`src/rtl/detector2_core.sv`:
```
// detector2_core
//   Frame-based "11" pattern detector. Each 10-cycle frame loads an 8-bit word,
//   scans it serially MSB first, and counts "11" pairs two ways:
//     ovl_cnt - overlapping matches (every adjacent 1-1 pair)
//     non_cnt - non-overlapping matches (a matched pair consumes both bits)
//   At the end of the frame, both counts go to the LEDs and non_cnt goes to a
//   7-segment digit. The outputs hold until the next frame completes.
//
// Parameters
//   SEG_ACTIVE_LOW : 1 = common-anode (active-low) segments, 0 = active-high.
//
// Ports
//   clk   in   1  system clock, rising edge
//   rst_n in   1  asynchronous active-low reset
//   din   in   8  word to scan, sampled once per frame in LOAD
//   led   out  8  {ovl_cnt[3:0], non_cnt[3:0]}, registered
//   seg   out  8  {dp,g,f,e,d,c,b,a} code of non_cnt, registered
module detector2_core #(
    parameter bit SEG_ACTIVE_LOW = 1'b1
) (
    input  logic       clk,
    input  logic       rst_n,
    input  logic [7:0] din,
    output logic [7:0] led,
    output logic [7:0] seg
);

    localparam logic [7:0] SEG_RESET = SEG_ACTIVE_LOW ? 8'hFF : 8'h00;

    typedef enum logic [1:0] {
        LOAD = 2'd0,
        SCAN = 2'd1,
        DONE = 2'd2
    } state_t;

    state_t     state;
    state_t     next_state;

    logic [7:0] sr;
    logic [2:0] idx;
    logic       prev;
    logic       arm;
    logic [3:0] ovl_cnt;
    logic [3:0] non_cnt;
    logic       cur;

    // Active-low code for one decimal digit; anything above 9 blanks the digit.
    function automatic logic [7:0] seg_encode(input logic [3:0] v);
        logic [7:0] code;
        case (v)
            4'd0:    code = 8'hC0;
            4'd1:    code = 8'hF9;
            4'd2:    code = 8'hA4;
            4'd3:    code = 8'hB0;
            4'd4:    code = 8'h99;
            4'd5:    code = 8'h92;
            4'd6:    code = 8'h82;
            4'd7:    code = 8'hF8;
            4'd8:    code = 8'h80;
            4'd9:    code = 8'h90;
            default: code = 8'hFF;
        endcase
        return code;
    endfunction

    assign cur = sr[7];

    always_ff @(posedge clk or negedge rst_n) begin
        if (!rst_n) begin
            state <= LOAD;
        end else begin
            state <= next_state;
        end
    end

    always_comb begin
        next_state = state;
        case (state)
            LOAD:    next_state = SCAN;
            SCAN:    next_state = (idx == 3'd7) ? DONE : SCAN;
            DONE:    next_state = LOAD;
            default: next_state = LOAD;
        endcase
    end

    always_ff @(posedge clk or negedge rst_n) begin
        if (!rst_n) begin
            sr      <= '0;
            idx     <= '0;
            prev    <= 1'b0;
            arm     <= 1'b0;
            ovl_cnt <= '0;
            non_cnt <= '0;
            led     <= '0;
            seg     <= SEG_RESET;
        end else begin
            case (state)
                LOAD: begin
                    sr      <= din;
                    idx     <= '0;
                    prev    <= 1'b0;
                    arm     <= 1'b0;
                    ovl_cnt <= '0;
                    non_cnt <= '0;
                end
                SCAN: begin
                    sr      <= {sr[6:0], 1'b0};
                    idx     <= idx + 3'd1;
                    ovl_cnt <= ovl_cnt + {3'b000, prev & cur};
                    prev    <= cur;
                    // A completed pair disarms, so its second bit cannot start
                    // another non-overlapping match.
                    if (arm && cur) begin
                        non_cnt <= non_cnt + 4'd1;
                        arm     <= 1'b0;
                    end else begin
                        arm     <= cur;
                    end
                end
                DONE: begin
                    led <= {ovl_cnt, non_cnt};
                    seg <= SEG_ACTIVE_LOW ? seg_encode(non_cnt) : ~seg_encode(non_cnt);
                end
                default: begin
                end
            endcase
        end
    end

endmodule

```
`config.mk`:
```
export PLATFORM = sky130hd
export DESIGN_NAME = detector2_core
export DESIGN_NICKNAME = d
export VERILOG_FILES = /design/src/rtl/detector2_core.sv
export SDC_FILE = /design/constraint.sdc
export NUM_CORES = 1
export LEC_CHECK = 0
export ABC_AREA = 1
export CELL_PAD_IN_SITES_DETAIL_PLACEMENT = 1
export CELL_PAD_IN_SITES_GLOBAL_PLACEMENT = 2
export CORE_MARGIN = 2
export CORE_UTILIZATION = 35
export DETAILED_ROUTE_END_ITERATION = 12
export GPL_TIMING_DRIVEN = 0
export PLACE_DENSITY = 0.91
export SYNTH_ARGS = -nofsm -noshare
export SYNTH_HDL_FRONTEND = slang
export SYNTH_SLANG_ARGS = --single-unit
```
`constraint.sdc`:
```
create_clock -name clk -period 1.85 [get_ports clk]
set_input_delay 0.185 -clock clk [delete_from_list [all_inputs] [get_ports clk]]
set_output_delay 0.185 -clock clk [all_outputs]
set_load 0.005 [all_outputs]
```
After elaboration in Yosys (flattened, before gate mapping)
Memory sizes are Yosys's and may differ from the RTL's. A register that Yosys moved wholly into a read port is not among the register bits. Index checks and enable logic that the tools add are counted.

Bits of input ports: 10. Bits in registers: 39. Memory bits (writable): 0. Bits in read-only memories: 112. Latch bits: 0. Memories kept: 1.

Div/mod/pow operators: 0. Multiply operators: 0. Bitwise gates (word level): 1. $lt $le $gt $ge: 0. Add/subtract/negate cells: 3. Mux-type cells: 10. Equality and inequality tests: 4. Shift-type cells: 0. Reduce and logical (&&, ||, !) cells: 5.

Memories: (no name shown) (words 16, width 7, rd ports 1, clocked after memory_dff 1, wr ports 0, RTL line 50) `case (v)`.

Operator list (number): 4-bit case mux with 2 select lines (2); 8-bit case mux with 2 select lines (1); 3-bit case mux with 2 select lines (1); 4-bit by 1-bit adder with 4-bit output (1); 4-bit by 1-bit adder with 4-bit output, second input constant (1); 4-bit 2-to-1 mux (1); 1-bit case mux with 2 select lines (2); 2-bit case mux with 2 select lines (1); 3-bit by 1-bit adder with 3-bit output, second input constant (1); 3-bit == test, second input constant (1); 2-bit by 1-bit == test with 1-bit output, second input constant (1); 2-bit == test, second input constant (1); 2-bit logical NOT (1); 2-bit 2-to-1 mux (1); 2-bit != test, second input constant (1); 2-bit AND reduction (1); 2-bit nonzero test (1); 1-bit AND (1); 1-bit logical AND (1); 1-bit logical NOT (1); 1-bit 2-to-1 mux (1).

Longest topological paths before layout
Depth after elaboration: 3. Gate-level depth with buffers: 7. Mapped depth without buffers: 7.

Worst setup path after synthesis
Ideal clock, no wire load.

Path kind: reg2reg. Start point: register non_cnt[0]. End point: register seg[3]. Cell stages (with the launch flop): 6. Arrival: 1.097 ns. Required time: 1.777 ns. Slack: 0.680 ns. Cells stage by stage: dfrtp_1 > inv_1 > ha_1 > nand2_1 > nand3_1 > a21oi_1.

RTL lines: start: declaration (RTL line 44) `logic [3:0] non_cnt;`; start signal: assignment (RTL line 114) `non_cnt <= non_cnt + 4'd1;`; end: declaration (RTL line 25) `output logic [7:0] seg`.

Worst setup path after layout
Start point: register seg[4]. End point: output seg[4].

No word-level cell between the ends.

==> qor.yml <==
r2r_slack_ns: 0.44
crit_end: "seg[4]"
portBuffers: 24
cts_sinks: 38
syn2layout_area_growth_pct: 22.7
ys_ff_latch: 38
synthCells: 198
grt_pass1_vias: 1466
wirelength_mm: 3.70
status: "complete, but fails checks"
grt_usage_pct: 14.8
min_period_ns: 1.51
rows: 26
powerDensity_mw_per_mm2: 873
start_util_pct: 36.0
dieArea_mm2: 0.00578
synth_area_leaders: "dfrtp_1 (43%), nand2_1 (12%), dfstp_2 (10%)"
grt_pass1_wl_mm: 6.84
timing.rr.start: "non_cnt[0]$_DFFE_PN0P_"
cts_buffers: 5
htree_levels: 2
viasPerCell: 4.60
fmax_mhz: 662
slew_headroom_pct: 43.3
mostFrequentLayoutCell: "nand2_1"
worst-path-buf-inv: 1
setup_viol_count_final: 0
layout.nets: 248
vias: 1381
cp-end-kind: "output pin"
drc: 0
clk_pin_slew_ns: 0.07
postCtsSetupRepairBufs: 0
wire_per_inst_um: 12.3
synth_cell_types: 25
ir_drop_mv: 0.332
finalHoldViolCount: 3
synth_top_area_share_pct: 42.7
n_antenna_cell: 0
synth_area_mm2: 0.00182
die_w_um: 76.0
antenna_found_initial: 0
max_cap_violations: 0
p_clk_share_pct: 30.4
cts-resized-gates: 0
fill_cells: 607
p_int_w: 0.00144
first_pass_iters: 4
critical_path.max_stage_delay_ns: 0.53
crit_required_ns: 1.66
grt-ovfl-total: 0
gp_congestion: 0.739
sw_frac_of_total_pct: 25.8
ff2ff_path_depth: 5
critPathSlowestCell: "dfstp_2"
rsz0062_at_grt: "false"
layout_common_cells: "nand2_1 (60), dfrtp_1 (31), clkdlybuf4s50_1 (23)"
synthArstFlopShare_pct: 100
grt_max_degree: 39
finalHoldWorstSlack_ns: -0.00505
cts.path.max_buffers: 2
post_route_cells_drive_above_1_share_pct: 15.7
io_pins: 26
cts_tree: "done"
clock_latency_ns: 0.29
finClkSkew_ns: 0.00314
cpLargestDelayFamily: "flip-flops"
dr.first_iter.drc_count: 88
synth_ff_type: "dfrtp_1"
worst_pin_slew_ns: 0.850
synth_nets: 217
cts_root_buf: "clkbuf_8"
path_cells: "clkdlybuf4s50_1"
net-switching-power_w: 0.000502
combPwrFrac_pct: 17.7
dp_hpwl_mm: 2.62
antenna_left: 0
start_kind: "flip-flop"
path_class: "flip-flop to output pin"
leakage_nw: 1.08
r2r-end: "seg[3]$_DFFE_PN1N_"
synth.yosys.seq_area_share_pct: 52.9
syn_avg_cell_area_um2: 9.17
synth_top_area_cell: "dfrtp_1"
startpoint: "seg[4]$_DFFE_PN1N_"
worst-path-stages: 1
cp_max_fo: 2
synth_edf_count: 0
fp.dieH_um: 76.0
arrival_ns: 1.33
final_core_utilization_pct: 44.2
violations: "negative hold slack"
finalMaxSlewViolations: 0
min_path_type: "primary input to async pin"
yosysWarnings: 0
finalCritPeriodShare_pct: 81.6
core_mm2: 0.00504
cts_hold_buf: 0
seqPwrFrac_pct: 51.9
==> logic make-up (layout without fill, tap and decap cells) <==
group	after synthesis	in the layout	share of synthesized area, %
adder cells (fa/ha/maj)	9	9	6.20
flip-flops	38	38	52.9
other	1	1	0.207
AND/OR/NAND/NOR	94	94	22.7
buffers and inverters	25	57	7.37
AO/OA/AOI/OAI	31	31	10.7
==> per-layer routing <==
| layer | vias to the layer above | global-route usage, % | share of wire (%) |
|---|---|---|---|
| li1 | 694 | - | - |
| met1 | 654 | 18.3 | 47 |
| met2 | 26 | 24.3 | 47 |
| met3 | 7 | 3.44 | 3.1 |
| met4 | 0 | 7.64 | 2.5 |
| met5 | - | 0 | 0 |
==> power by group through the flow <==
stage | clock (W) | sequential, W | combinational, W
after detailed placement | 0 | 0.00103 | 0.000348
after CTS | 0.000610 | 0.00101 | 0.000351
after global routing | 0.000652 | 0.00103 | 0.000393
after floorplan | 0 | 0.00102 | 0.000148
after global placement | 0 | 0.00102 | 0.000337
final | 0.000591 | 0.00101 | 0.000343
==> metrics by stage <==
step / instances / power [W] / instance area (µm²) / TNS, ns / setup slack [ns]
after global placement: 292 / 0.00136 / 2140 / -11.37 / -0.368
after detailed placement: 292 / 0.00137 / 2140 / 0 / 0.469
after global routing: 300 / 0.00207 / 2230 / 0 / 0.290
after floorplan: 198 / 0.00117 / 1820 / 0 / 0.680
after CTS: 300 / 0.00197 / 2230 / 0 / 0.327
final: 300 / 0.00194 / 2230 / 0 / 0.340
==> how the worst min path moves through the flow <==
stage | cells past startpoint | startpoint | endpoint | slack [ns]
4_1_cts | 1 | rst_n | led[2]$_DFFE_PN0N_ | 0.03
5_1_grt | 1 | rst_n | led[2]$_DFFE_PN0N_ | 0.07
2_1_floorplan | 0 | rst_n | arm$_DFFE_PN0P_ | -0.11
3_3_place_gp | 2 | seg[4]$_DFFE_PN1N_ | seg[4]$_DFFE_PN1N_ | 0.46
6_report | 1 | rst_n | led[6]$_DFFE_PN0N_ | -0.005
3_5_place_dp | 1 | rst_n | led[6]$_DFFE_PN0N_ | 0.35
==> layout make-up <==
type                       instances  area [µm²]  share of cell area, %
buffer                             7        58.8                   2.64
clock buffer                       8        90.1                   4.04
inverter                          18        75.1                   3.37
multi-input combinational        135         722                   32.4
sequential                        38         960                   43.1
tap                               70        87.6                   3.93
timing repair buffer              24         235                   10.6
==> state kept, by name, indices dropped and copies added (netlist names) <==
| name | flops |
|---|---|
| non_cnt | 4 |
| seg | 7 |
| led | 8 |
| arm | 1 |
| idx | 3 |
| ovl_cnt | 4 |
| sr | 8 |
| prev | 1 |
| state | 2 |
==> Yosys cell counts (2+ instances only) <==
| cell | count |
|---|---|
| a21oi_1 | 9 |
| a22o_1 | 2 |
| buf_2 | 2 |
| buf_4 | 2 |
| buf_6 | 3 |
| dfrtp_1 | 31 |
| dfstp_2 | 7 |
| ha_1 | 9 |
| inv_1 | 16 |
| nand2_1 | 60 |
| nand2_2 | 3 |
| nand3_1 | 13 |
| nand4_1 | 2 |
| nor2_1 | 12 |
| o21ai_0 | 11 |
| o21ai_2 | 7 |
Power figures use the tool's default switching activity.
